[src/rtl/cfu_initiator_pkg.sv]
// Shared types and constants for the CFU initiator: FSM state encoding,
// CFU function identifiers and datapath widths.
package cfu_initiator_pkg;

    localparam int unsigned FID_W  = 3;
    localparam int unsigned DATA_W = 32;
    localparam int unsigned CNT_W  = 16;
    localparam int unsigned TMO_W  = 32;

    typedef enum logic [1:0] {
        ST_IDLE  = 2'b00,
        ST_ISSUE = 2'b01,
        ST_WAIT  = 2'b10,
        ST_DONE  = 2'b11
    } state_e;

    localparam logic [FID_W-1:0] CFU_SET_OFFSET = 3'b000;
    localparam logic [FID_W-1:0] CFU_SET_ACC    = 3'b001;
    localparam logic [FID_W-1:0] CFU_MACC4      = 3'b010;
    localparam logic [FID_W-1:0] CFU_READ       = 3'b011;

    // True while a command is in flight (being offered or awaiting its response).
    function automatic logic is_active(input state_e s);
        return (s == ST_ISSUE) || (s == ST_WAIT);
    endfunction

endpackage

[src/rtl/cfu_initiator.sv]
// CFU initiator: accepts one upstream request, issues it to a CFU over a
// valid/ready command channel, collects the response (or aborts on timeout)
// and presents the result upstream. Exactly one command is outstanding.
// All handshake outputs are decoded from the state register only, so a
// purely combinational CFU can be attached without forming a loop.
module cfu_initiator
    import cfu_initiator_pkg::*;
#(
    parameter int unsigned TIMEOUT_CYCLES = 32'd255
) (
    input  logic              clk,
    input  logic              reset,

    input  logic              req_valid,
    output logic              req_ready,
    input  logic [FID_W-1:0]  req_function_id,
    input  logic [DATA_W-1:0] req_inputs_0,
    input  logic [DATA_W-1:0] req_inputs_1,

    output logic              cmd_valid,
    input  logic              cmd_ready,
    output logic [FID_W-1:0]  cmd_payload_function_id,
    output logic [DATA_W-1:0] cmd_payload_inputs_0,
    output logic [DATA_W-1:0] cmd_payload_inputs_1,

    input  logic              rsp_valid,
    output logic              rsp_ready,
    input  logic              rsp_payload_response_ok,
    input  logic [DATA_W-1:0] rsp_payload_outputs_0,

    output logic              res_valid,
    input  logic              res_ready,
    output logic [DATA_W-1:0] res_data,
    output logic              res_ok,
    output logic              res_timeout,

    output logic              busy,
    output logic [CNT_W-1:0]  done_count
);

    state_e              state_r;
    state_e              state_nxt_s;

    logic [FID_W-1:0]    fid_r;
    logic [DATA_W-1:0]   in0_r;
    logic [DATA_W-1:0]   in1_r;

    logic [DATA_W-1:0]   res_data_r;
    logic                res_ok_r;
    logic                res_timeout_r;
    logic [CNT_W-1:0]    done_count_r;
    logic [TMO_W-1:0]    tmo_cnt_r;

    logic                req_ready_s;
    logic                cmd_valid_s;
    logic                rsp_ready_s;
    logic                res_valid_s;
    logic                busy_s;

    logic                req_take_s;
    logic                capture_s;
    logic                tmo_hit_s;
    logic                res_take_s;

    // Handshake events derived from the decoded state outputs.
    always_comb begin
        req_take_s = req_valid && req_ready_s;
        capture_s  = rsp_valid && rsp_ready_s;
        res_take_s = res_valid_s && res_ready;
    end

    // Timeout fires on the last permitted ISSUE/WAIT cycle; a zero limit disables it.
    always_comb begin
        tmo_hit_s = 1'b0;
        if (TIMEOUT_CYCLES == 32'd0) begin
            tmo_hit_s = 1'b0;
        end else begin
            tmo_hit_s = is_active(state_r) && (tmo_cnt_r == (TIMEOUT_CYCLES - 32'd1));
        end
    end

    // State register.
    always_ff @(posedge clk) begin
        if (!reset) begin
            state_r <= ST_IDLE;
        end else begin
            state_r <= state_nxt_s;
        end
    end

    // Next-state logic; a captured response takes priority over a coincident timeout.
    always_comb begin
        state_nxt_s = state_r;
        case (state_r)
            ST_IDLE: begin
                if (req_valid) begin
                    state_nxt_s = ST_ISSUE;
                end else begin
                    state_nxt_s = ST_IDLE;
                end
            end
            ST_ISSUE: begin
                if (capture_s) begin
                    state_nxt_s = ST_DONE;
                end else if (tmo_hit_s) begin
                    state_nxt_s = ST_DONE;
                end else if (cmd_ready) begin
                    state_nxt_s = ST_WAIT;
                end else begin
                    state_nxt_s = ST_ISSUE;
                end
            end
            ST_WAIT: begin
                if (capture_s) begin
                    state_nxt_s = ST_DONE;
                end else if (tmo_hit_s) begin
                    state_nxt_s = ST_DONE;
                end else begin
                    state_nxt_s = ST_WAIT;
                end
            end
            ST_DONE: begin
                if (res_ready) begin
                    state_nxt_s = ST_IDLE;
                end else begin
                    state_nxt_s = ST_DONE;
                end
            end
            default: begin
                state_nxt_s = ST_IDLE;
            end
        endcase
    end

    // Handshake outputs decoded purely from the current state.
    always_comb begin
        req_ready_s = 1'b0;
        cmd_valid_s = 1'b0;
        rsp_ready_s = 1'b0;
        res_valid_s = 1'b0;
        busy_s      = 1'b1;
        case (state_r)
            ST_IDLE: begin
                req_ready_s = 1'b1;
                busy_s      = 1'b0;
            end
            ST_ISSUE: begin
                cmd_valid_s = 1'b1;
                rsp_ready_s = 1'b1;
            end
            ST_WAIT: begin
                rsp_ready_s = 1'b1;
            end
            ST_DONE: begin
                res_valid_s = 1'b1;
            end
            default: begin
                busy_s = 1'b1;
            end
        endcase
    end

    // Payload registers: loaded only when a request is accepted, so they stay
    // constant for the whole time the command is offered to the CFU.
    always_ff @(posedge clk) begin
        if (!reset) begin
            fid_r <= 3'b000;
            in0_r <= 32'h0000_0000;
            in1_r <= 32'h0000_0000;
        end else if (req_take_s) begin
            fid_r <= req_function_id;
            in0_r <= req_inputs_0;
            in1_r <= req_inputs_1;
        end else begin
            fid_r <= fid_r;
            in0_r <= in0_r;
            in1_r <= in1_r;
        end
    end

    // Timeout counter: cleared on ISSUE entry, counts every ISSUE/WAIT cycle.
    always_ff @(posedge clk) begin
        if (!reset) begin
            tmo_cnt_r <= 32'd0;
        end else if (req_take_s) begin
            tmo_cnt_r <= 32'd0;
        end else if (is_active(state_r)) begin
            tmo_cnt_r <= tmo_cnt_r + 32'd1;
        end else begin
            tmo_cnt_r <= tmo_cnt_r;
        end
    end

    // Result registers: response capture wins over a coincident timeout abort.
    always_ff @(posedge clk) begin
        if (!reset) begin
            res_data_r    <= 32'h0000_0000;
            res_ok_r      <= 1'b0;
            res_timeout_r <= 1'b0;
        end else if (capture_s) begin
            res_data_r    <= rsp_payload_outputs_0;
            res_ok_r      <= rsp_payload_response_ok;
            res_timeout_r <= 1'b0;
        end else if (tmo_hit_s) begin
            res_data_r    <= 32'h0000_0000;
            res_ok_r      <= 1'b0;
            res_timeout_r <= 1'b1;
        end else begin
            res_data_r    <= res_data_r;
            res_ok_r      <= res_ok_r;
            res_timeout_r <= res_timeout_r;
        end
    end

    // Completed-operation counter, including timed-out operations; wraps naturally.
    always_ff @(posedge clk) begin
        if (!reset) begin
            done_count_r <= 16'h0000;
        end else if (res_take_s) begin
            done_count_r <= done_count_r + 16'h0001;
        end else begin
            done_count_r <= done_count_r;
        end
    end

    assign req_ready               = req_ready_s;
    assign cmd_valid               = cmd_valid_s;
    assign rsp_ready               = rsp_ready_s;
    assign res_valid               = res_valid_s;
    assign busy                    = busy_s;
    assign cmd_payload_function_id = fid_r;
    assign cmd_payload_inputs_0    = in0_r;
    assign cmd_payload_inputs_1    = in1_r;
    assign res_data                = res_data_r;
    assign res_ok                  = res_ok_r;
    assign res_timeout             = res_timeout_r;
    assign done_count              = done_count_r;

endmodule

[config.mk]
export PLATFORM = sky130hd
export DESIGN_NAME = cfu_initiator
export DESIGN_NICKNAME = d
export VERILOG_FILES = /design/src/rtl/cfu_initiator_pkg.sv /design/src/rtl/cfu_initiator.sv
export SDC_FILE = /design/constraint.sdc
export NUM_CORES = 1
export LEC_CHECK = 0
export CORE_MARGIN = 8
export CORE_UTILIZATION = 44
export CTS_BUF_LIST = sky130_fd_sc_hd__clkbuf_2
export CTS_CLUSTER_DIAMETER = 150
export DETAILED_ROUTE_END_ITERATION = 8
export PLACE_DENSITY = 0.81
export REMOVE_ABC_BUFFERS = 1
export SLEW_MARGIN = 20
export SYNTH_ARGS = -nofsm -noshare
export SYNTH_HDL_FRONTEND = slang
export SYNTH_SLANG_ARGS = --single-unit
[constraint.sdc]
create_clock -name clk -period 2.8 [get_ports clk]
set_clock_uncertainty 0.15 [all_clocks]
set_input_delay 0.56 -clock clk [delete_from_list [all_inputs] [get_ports clk]]
set_output_delay 0.56 -clock clk [all_outputs]
set_load 0.02 [all_outputs]
==> metrics.txt, run 1 <==
result of the run=finished, final reports clean; maximum VDD drop=between 0.0003 and 0.0004 V; Area after DPL=~8000 um2; share of synthesized area spent on multiplexers=less than 1%; maximum number of pins on one net before global-route repair=68; area share of fa/ha/maj cells after synthesis=between 1.5 and 2%; number of port buffers=about 230; fraction of layout instances using a drive strength above 1=about 7.8%; horizontal die dimension=between 100 and 150 um; category of the critical setup timing path=reg2out; wire length of the first global-routing pass=around 27,000 um; leading cell types by count after synthesis=151 x sky130_fd_sc_hd__dfxtp_1, 100 x sky130_fd_sc_hd__a22o_1, 28 x sky130_fd_sc_hd__nor2_1; clock insertion delay at the later pin of the skew report=between 700 and 800 ps; total number of clock tree sinks=151; final net count=859; dpl cells=around 900; detailed-placement wirelength estimate=12,980 um; via count of the first global-routing pass=slightly above 5,000; initial antenna violation count=2; final global-route overflow total=0; FF+latch area=about 3000 um2; fraction of synthesized cell area in xor and xnor cells=roughly 3.2%; Tcrit/Tclk final=between 90% and 100%; total power per unit cell area=about 500 nW/um2; leakage power figure=3.081 nW; type of the worst min-delay path=in2reg; number of buffer and inverter instances along the worst setup path=3; Worst path max stage delay=~400 ps; flops & latches, synth=151; post-route cell area=8285 um2; top achievable clock speed=between 300 and 400 MHz; cell with the largest stage delay on the worst path=sky130_fd_sc_hd__dfxtp_2; count of standard-cell rows=41; post-route ant nets=0; post-synthesis sequential area ratio=~55%; number of detailed-routing iterations run before antenna repair=4; routed length per placed instance=between 15 and 20 um; number of buffers inserted during clock tree synthesis=17; number of cells produced by synthesis=~520; total core area=between 10,000 and 15,000 um2; overall via count from detail_route=between 5,000 and 6,000; full die area=16,380 um2; multi-input gate area in the final layout=2327 um2; critical path launch point type=register; clock transition at the register clock pins on the worst setup and hold paths after CTS=220 ps; top cells by area in the synthesized netlist=sky130_fd_sc_hd__dfxtp_1 55%, sky130_fd_sc_hd__a22o_1 16%, sky130_fd_sc_hd__a21oi_1 2.1%; pin slew with the least headroom to its limit=~610 ps; Max-cap violations=0; complex-gate fraction of the synthesized area=22.31%; Final Non-Filler Cells=approximately 930; commonest register cell after synthesis=sky130_fd_sc_hd__dfxtp_1; data arrival time of the critical path=between 1500 and 2000 ps; Mean Syn Cell Area=10.59 um2; post-synthesis to final-layout area growth=50.16%; DRC errors left=0; Setup Viol. Count Final=0; number of levels the H-tree was split into=4; cell chosen for the clock root=sky130_fd_sc_hd__clkbuf_2; peak fanout along the critical path=10; GR Util All Layers=a little over a fifth; Slew Limit Fails=0; Vert. Die Dim=about 130 um; clock period minus worst slack=2656 ps; number of filler instances in the final layout=between 900 and 1,000; library cell with the largest summed area after synthesis=sky130_fd_sc_hd__dfxtp_1; final core utilization=approximately two thirds; number of DRC markers after the initial detailed-route iteration=288; num ports=approximately 230; most common cell in the netlist=sky130_fd_sc_hd__dfxtp_1; post-synth cell types=46; delay-heaviest family, CP=buffers and inverters; CP cell instances=inv_1, ha_1, buf_4, clkdlybuf4s15_2; critical path required time=roughly 2100 ps; Yosys warning count=0; routability-driven placement congestion ratio=between 0.8 and 0.9; Slew Limit Headroom=59.09%; CTS Buffer Depth=2; area share of the largest cell type after synthesis=between 50% and 60%; sum of routed wire length over all layers=roughly 17,000 um; number of flops mapped to enable cells by yosys=0; total count of hold-check failures in the final report=0; simple-gate share of the synthesized area=14.17%; post-DR vias/cell=approximately 5.4; TritonCTS clock tree=done; Post-Syn Area=between 5000 and 6000 um2; total negative slack=0 ps; main combinational cell family by area after synthesis=compound AO/OA/AOI/OAI gates; Setup crit end kind=primary output; initial core utilization=~44%; fraction of synthesis flops using an asynchronous set or reset pin=0%; cts-stage hold buffer count=0
## logic make-up after synthesis
group,count (synthesis)
adders and majority gates,7
and+or+nand+nor,140
buffers and inverters,43
muxes,3
xor gates and xnor gates,20
AOI/OAI and AO/OA,157
DFF,151
## cells in the final DEF (no fill, tap or decap), types with 5 or more instances in the layout
master,n
sky130_fd_sc_hd__dfxtp_1,149
sky130_fd_sc_hd__nand4_1,12
sky130_fd_sc_hd__clkbuf_2,21
sky130_fd_sc_hd__nand3_1,19
sky130_fd_sc_hd__xor2_1,12
sky130_fd_sc_hd__buf_12,5
sky130_fd_sc_hd__ha_1,7
sky130_fd_sc_hd__a22o_1,100
sky130_fd_sc_hd__or3_1,8
sky130_fd_sc_hd__o31ai_1,11
sky130_fd_sc_hd__buf_4,6
sky130_fd_sc_hd__and4_1,6
sky130_fd_sc_hd__nor2_1,26
sky130_fd_sc_hd__xnor2_1,8
sky130_fd_sc_hd__a21oi_1,22
sky130_fd_sc_hd__o21ai_0,10
sky130_fd_sc_hd__nor4_1,10
sky130_fd_sc_hd__inv_1,11
sky130_fd_sc_hd__or4_1,12
sky130_fd_sc_hd__clkdlybuf4s50_1,222
sky130_fd_sc_hd__nand2_1,26
## final cells by class
cell class              instances  area share, %
inverters                      11         0.4983
clock buffers                  21          1.269
repair buffers                238          29.18
clock inverters                11          1.797
well taps                     172          2.597
multi-input cells             327          28.09
flip-flops and latches        151          36.51
diodes                          2        0.06040
## metrics by stage
step,hold slack (ps),worst slack (ps),power (W)
2_1_floorplan,293.2,-1487,0.002494
3_3_place_gp,291.0,382.7,0.002840
3_5_place_dp,293.5,351.0,0.002850
4_1_cts,186.1,14.89,0.004127
5_1_grt,166.1,-1.203,0.004264
6_report,246.5,143.8,0.004103
## path summary, 6_finish.rpt
check                                               from                                    end  slack (ps)  cells past startpoint
worst max-delay path               state_r[0]$_SDFF_PN0_                              rsp_ready         140                      4
worst min-delay path                    req_inputs_1[22]  cmd_payload_inputs_1[22]$_SDFFE_PN0P_         250                      2
worst max register to register     state_r[0]$_SDFF_PN0_             tmo_cnt_r[29]$_SDFFE_PP0P_         360                      6
worst min register to register  res_timeout$_SDFFE_PP0P_               res_timeout$_SDFFE_PP0P_         320                      2
## state kept, by name, indices dropped and copies added, names as in the netlist
signal and flops:
res_timeout 1, cmd_payload_inputs_1 32, state_r 2, done_count 16
tmo_cnt_r 32, res_ok 1, res_data 32, cmd_payload_inputs_0 32
cmd_payload_function_id 3
## layer usage
layer / wire (um) / up-vias / track usage (%)
li1: - / 2417 / -
met4: 291 / 0 / 8.042
met2: 8723 / 166 / 35.59
met1: 6773 / 2413 / 22.54
met3: 1600 / 22 / 10.36
met5: 0 / - / 0
## power by group
| group | internal (W) | total (W) | switching, W |
|---|---|---|---|
| Combinational | 0.000310 | 0.000546 | 0.000237 |
| Sequential | 0.00222 | 0.00226 | 0.0000399 |
| Clock | 0.000514 | 0.00129 | 0.000781 |
| Total | 0.00305 | 0.00410 | 0.00106 |
## timing repair
action | in CTS | in global routing
gates resized for setup | 6 | 3
setup buffers | 0 | 1
hold endpoints to repair | 0 | 0
setup endpoints to repair | 4 | 3
Power figures use the tool's default switching activity.
==> run 2, diff against run 1 <==
CTS_BUF_LIST = sky130_fd_sc_hd__clkbuf_8   (was sky130_fd_sc_hd__clkbuf_2)
==> metrics.txt, run 2 (synthesis gave the netlist of run 1 again) <==
met3 wirelength from detailed routing=1617 um (+1.1%); wire length of the first global-routing pass=27,460 um (+0.92%); DRC errors left=0 (unchanged); Vert. Die Dim=128.0 um (unchanged); number of levels the H-tree was split into=4 (unchanged); count of antenna diodes in the layout=0 (-2); clock transition at the register clock pins on the worst setup and hold paths after CTS=80 ps (-140 ps); CTS Buffer Depth=2 (unchanged); result of the run=finished, final reports clean; clock period minus worst slack=2622 ps (-34.09 ps); initial antenna violation count=0 (-2); Min-Delay Endpoint=res_timeout$_SDFFE_PP0P_; r2r setup slk=350 ps (about the same); cts-stage hold buffer count=0 (unchanged); total power per unit cell area=532.4 nW/um2 (+7.5%); R2R depth=6 (unchanged); Setup Viol. Count Final=0 (unchanged); unrepaired setup endpoints after global routing=false; most common library cell in the layout ignoring fill and taps=sky130_fd_sc_hd__clkdlybuf4s50_1; met2 layer wire length in the routed design=8717 um (about the same); number of detailed-routing iterations run before antenna repair=4 (unchanged); total core area=12,410 um2 (unchanged); type of the worst min-delay path=reg2reg; Slew Limit Headroom=59.54% (+0.44 points); Slew Limit Fails=0 (unchanged); endpoint of the worst register-to-register path=tmo_cnt_r[29]$_SDFFE_PP0P_; Worst R2R Start=state_r[1]$_SDFF_PN0_; critical path required time=2090 ps (about the same); cell with the largest stage delay on the worst path=sky130_fd_sc_hd__clkdlybuf4s50_1; count of cells along the worst hold path=2 (unchanged); final global-route overflow total=0 (unchanged); critical path launch point type=register; post-route cell area=8417 um2 (+1.6%); full die area=16,380 um2 (unchanged); met1 wire length=6863 um (+1.3%); clock insertion delay at the later pin of the skew report=440 ps (-280 ps); post-route ant nets=0 (unchanged); final net count=858 (-0.12%); cell chosen for the clock root=sky130_fd_sc_hd__clkbuf_8; number of filler instances in the final layout=967 (-1.8%); initial core utilization=44.45% (unchanged); routed length per placed instance=18.82 um (+0.96%); horizontal die dimension=128.0 um (unchanged); num ports=228 (unchanged); Max-cap violations=0 (unchanged); sum of routed wire length over all layers=17,500 um (+0.64%); number of port buffers=227 (unchanged); number of DRC markers after the initial detailed-route iteration=244 (-15%); Tcrit/Tclk final=93.65% (-1.2 points); count of standard-cell rows=41 (unchanged); via count of the first global-routing pass=5,187 (+0.12%); leakage power figure=3.123 nW (+1.4%); TritonCTS clock tree=done; fraction of layout instances using a drive strength above 1=6.728% (-1.0 points); hold path startpoint=res_timeout$_SDFFE_PP0P_; final core utilization=67.80% (+1.1 points); critical path's most frequent cell=sky130_fd_sc_hd__inv_1; delay-heaviest family, CP=buffers and inverters; post-synthesis to final-layout area growth=52.54%; Final Non-Filler Cells=930 (-0.32%); routability-driven placement congestion ratio=0.8020 (unchanged); top achievable clock speed=381.4 MHz (+1.3%); peak fanout along the critical path=5 (-5); number of buffers inserted during clock tree synthesis=17 (unchanged); commonest cells after routing, fill and taps aside=226 x sky130_fd_sc_hd__clkdlybuf4s50_1, 151 x sky130_fd_sc_hd__dfxtp_1, 100 x sky130_fd_sc_hd__a22o_1, 26 x sky130_fd_sc_hd__nand2_1, 26 x sky130_fd_sc_hd__nor2_1; CP cell instances=inv_1, ha_1, inv_1, clkdlybuf4s50_1; detailed-placement wirelength estimate=12,980 um (unchanged); dpl cells=898 (unchanged); post-DR vias/cell=5.399 (+0.38%); maximum VDD drop=0.0003849 V (+7.1%); total number of clock tree sinks=151 (unchanged); maximum number of pins on one net before global-route repair=68 (unchanged); GR Util All Layers=21.40% (+0.18 points); number of buffer and inverter instances along the worst setup path=3 (unchanged); top routing layer used=met4; total count of hold-check failures in the final report=0 (unchanged); Worst path max stage delay=620 ps (+230 ps); overall via count from detail_route=5,021 (+0.060%); data arrival time of the critical path=1910 ps (-40 ps); category of the critical setup timing path=reg2out; total power draw=0.004482 W (+9.2%); Setup crit end kind=primary output; Area after DPL=8016 um2 (unchanged); pin slew with the least headroom to its limit=607.0 ps (-6.651 ps)
-- run 2: tightest hold or removal path, cell delays in order (launching register included) --
cell	delay, ps
sky130_fd_sc_hd__dfxtp_1	310
sky130_fd_sc_hd__inv_1	50
sky130_fd_sc_hd__a21boi_1	50
-- run 2: worst max path at each step --
stage	endpoint	depth (start not counted)	from	slack [ps]
6_report	busy	4	state_r[0]$_SDFF_PN0_	180
5_1_grt	busy	4	state_r[1]$_SDFF_PN0_	40
4_1_cts	rsp_ready	4	state_r[1]$_SDFF_PN0_	50
3_5_place_dp	done_count[15]$_SDFFE_PN0P_	5	res_ready	350
3_3_place_gp	done_count[15]$_SDFFE_PN0P_	5	res_ready	380
2_1_floorplan	tmo_cnt_r[18]$_SDFFE_PP0P_	4	reset	-1490
-- run 2: metrics by stage --
stage	hold slack (ps)	setup TNS, ps	setup WS (ps)
2_1_floorplan	293.2	-89810	-1487
3_3_place_gp	291.0	0	382.7
3_5_place_dp	293.5	0	351.0
4_1_cts	305.6	0	48.00
5_1_grt	319.2	0	42.78
6_report	301.5	0	177.9
-- run 2: what timing repair did --
item / CTS / global route
buffers inserted: 0 / 0
resized for setup: 0 / 1
setup endpoints to repair: 0 / 1
-- run 2: cell type report --
cell class	count	area (um2)	share of cell area, %
clock inverters	15	163.9	1.947
clock buffers	17	234.0	2.780
well taps	172	215.2	2.557
inverters	11	41.29	0.4906
repair buffers	237	2412	28.66
multi-input cells	327	2327	27.65
flip-flops and latches	151	3023	35.91
-- run 2: power breakdown --
group	internal [W]	switching (W)	leakage, nW	total, W
clock network	0.000869	0.000810	0.207	0.00168
logic	0.000311	0.000237	1.69	0.000548
registers	0.00221	0.0000401	1.23	0.00225
total	0.00339	0.00109	3.12	0.00448
-- run 2: metal layers --
| metal | vias up | track usage (%) |
|---|---|---|
| met5 | - | 0 |
| met4 | 0 | 6.923 |
| met3 | 20 | 10.52 |
| met2 | 181 | 36.09 |
| met1 | 2415 | 22.95 |
| li1 | 2405 | - |
==> run 3, diff against run 2 <==
--- a/constraint.sdc
+++ b/constraint.sdc
@@ -3,3 +3,3 @@
 set_input_delay 0.56 -clock clk [delete_from_list [all_inputs] [get_ports clk]]
 set_output_delay 0.56 -clock clk [all_outputs]
-set_load 0.02 [all_outputs]
+set_load 0.05 [all_outputs]
==> metrics.txt, run 3 (synthesis gave the netlist of run 1 again) <==
Setup Viol. Count Final=0 (unchanged); overall via count from detail_route=5,052 (+0.62%); routed length per placed instance=18.97 um (+0.79%); fraction of layout instances using a drive strength above 1=7.266% (+0.54 points); cell chosen for the clock root=sky130_fd_sc_hd__clkbuf_8; r2r setup slk=350 ps (about the same); category of the critical setup timing path=reg2out; post-synthesis to final-layout area growth=52.74%; initial antenna violation count=0 (unchanged); routability-driven placement congestion ratio=0.8008 (-0.15%); number of gates given a new drive strength after cts=1 (+1); Worst R2R Start=state_r[1]$_SDFF_PN0_; number of buffers inserted during clock tree synthesis=17 (unchanged); count of standard-cell rows=41 (unchanged); unrepaired setup endpoints after global routing=false; Slew Limit Headroom=58.64% (-0.89 points); Tcrit/Tclk final=96.14% (+2.5 points); final net count=858 (unchanged); maximum VDD drop=0.0003353 V (-13%); number of detailed-routing iterations run before antenna repair=5 (+1); cell with the largest stage delay on the worst path=sky130_fd_sc_hd__clkdlybuf4s50_1; maximum number of pins on one net before global-route repair=68 (unchanged); endpoint of the worst register-to-register path=tmo_cnt_r[19]$_SDFFE_PP0P_; GR Util All Layers=21.51% (+0.12 points); num ports=228 (unchanged); type of the worst min-delay path=reg2reg; hold path startpoint=res_timeout$_SDFFE_PP0P_; net switching power=0.001255 W (+15%); top achievable clock speed=371.5 MHz (-2.6%); clock period minus worst slack=2692 ps (+69.92 ps); post-route ant nets=0 (unchanged); pin slew with the least headroom to its limit=618.4 ps (+11.46 ps); initial core utilization=44.45% (unchanged); post-DR vias/cell=5.438 (+0.73%); peak fanout along the critical path=7 (+2); Final Non-Filler Cells=929 (-0.11%); Vert. Die Dim=128.0 um (unchanged); final global-route overflow total=0 (unchanged); Clk pwr share=37.1% (-0.4 points); CP cell instances=ha_1, clkdlybuf4s50_1; Min-Delay Endpoint=res_timeout$_SDFFE_PP0P_; delay-heaviest family, CP=buffers and inverters; Setup crit end kind=primary output; count of antenna diodes in the layout=0 (unchanged); number of buffer and inverter instances along the worst setup path=1 (-2); fraction of power spent switching nets=26.70% (+2.4 points); most common library cell in the layout ignoring fill and taps=sky130_fd_sc_hd__clkdlybuf4s50_1; TritonCTS clock tree=done; Worst path max stage delay=870 ps (+250 ps); critical path required time=2090 ps (about the same); total number of clock tree sinks=151 (unchanged); CTS Buffer Depth=2 (unchanged); post-CTS setup buffers=0 (unchanged); number of levels the H-tree was split into=4 (unchanged); sum of routed wire length over all layers=17,620 um (+0.69%); clock transition at the register clock pins on the worst setup and hold paths after CTS=70 ps (about the same); Internal Dissipation=0.003445 W (+1.5%); critical path launch point type=register; number of port buffers=227 (unchanged); number of DRC markers after the initial detailed-route iteration=237 (-2.9%); sequential fraction of design power=48.0% (-2.3 points); detailed-placement wirelength estimate=13,160 um (+1.3%); R2R depth=6 (unchanged); commonest cells after routing, fill and taps aside=224 x sky130_fd_sc_hd__clkdlybuf4s50_1, 151 x sky130_fd_sc_hd__dfxtp_1, 100 x sky130_fd_sc_hd__a22o_1, 26 x sky130_fd_sc_hd__nand2_1, 26 x sky130_fd_sc_hd__nor2_1; result of the run=finished, final reports clean; leakage power figure=3.113 nW (-0.31%); full die area=16,380 um2 (unchanged); cts-stage hold buffer count=0 (unchanged); total count of hold-check failures in the final report=0 (unchanged); Max-cap violations=0 (unchanged); count of cells along the worst hold path=2 (unchanged); dpl cells=898 (unchanged); total power per unit cell area=557.7 nW/um2 (+4.7%); fraction of power consumed by combinational cells=14.9% (+2.7 points); clock insertion delay at the later pin of the skew report=450 ps (about the same); via count of the first global-routing pass=5,260 (+1.4%); total core area=12,410 um2 (unchanged); data arrival time of the critical path=1980 ps (+70 ps); DRC errors left=0 (unchanged); horizontal die dimension=128.0 um (unchanged); wire length of the first global-routing pass=27,470 um (about the same); Slew Limit Fails=0 (unchanged); total negative slack=0 ps (unchanged)
run 3: cell count changes in the layout (fill, tap and decap cells not counted), sizes merged:
cell	before	now
clkbuf	17	19
dlygate4sd2	0	1
inv	16	12
clkdlybuf4s50	226	224
buf	10	11
clkinv	4	6
clkinvlp	3	2
run 3: power by group through the flow:
stage / Clock [W] / Combinational (W) / Sequential, W
after floorplan: 0 / 0.000118 / 0.00253
after global placement: 0 / 0.000695 / 0.00230
after detailed placement: 0 / 0.000704 / 0.00230
after CTS: 0.00178 / 0.000707 / 0.00225
after global routing: 0.00188 / 0.000732 / 0.00226
final: 0.00174 / 0.000701 / 0.00225
run 3: how the worst max path moves through the flow:
stage                          start                           to  slack (ps)  cells after the start
5_1_grt        state_r[1]$_SDFF_PN0_                    res_valid           9                      2
3_5_place_dp               res_ready  done_count[15]$_SDFFE_PN0P_         340                      5
6_report       state_r[1]$_SDFF_PN0_                    res_valid         110                      2
4_1_cts        state_r[0]$_SDFF_PN0_                    req_ready          40                      3
2_1_floorplan  state_r[0]$_SDFF_PN0_   tmo_cnt_r[18]$_SDFFE_PP0P_       -1530                      5
3_3_place_gp               res_ready  done_count[15]$_SDFFE_PN0P_         380                      5
run 3: metal layers:
layer	routed length [um]	global-route usage (%)	part of all wire, %	up-vias
met5	0	0	0	-
met4	346	8.951	2.0	0
met3	1692	10.15	9.6	21
met2	8830	36.84	50	176
met1	6751	22.17	38	2443
li1	-	-	-	2412
run 3: metrics by stage:
step	area, um2	total power, W	setup WS, ps	hold slack [ps]	util (%)
floorplan	5370	0.002649	-1530	293.2	-
global placement	8014	0.002994	382.8	291.2	64.55
detailed placement	8014	0.003005	339.5	297.1	64.55
CTS	8426	0.004745	38.41	309.1	67.87
global route	8428	0.004875	8.658	334.1	67.89
finish	8428	0.004700	108.0	304.3	67.89
run 3: worst reg2reg max path: stages, from the launching register on:
cell                      delay, ps
sky130_fd_sc_hd__dfxtp_1        370
sky130_fd_sc_hd__inv_1           80
sky130_fd_sc_hd__ha_1           310
sky130_fd_sc_hd__nand4_2        190
sky130_fd_sc_hd__or4_4          670
sky130_fd_sc_hd__or4_1          440
sky130_fd_sc_hd__a21oi_1        150
run 3: final cells by class:
class	count	area, um2
Clock buffer	19	261.5
Clock inverter	12	151.4
Fill cell	954	3986
Inverter	11	41.29
Multi-Input combinational cell	327	2327
Sequential cell	151	3023
Tap cell	172	215.2
Timing Repair Buffer	237	2409
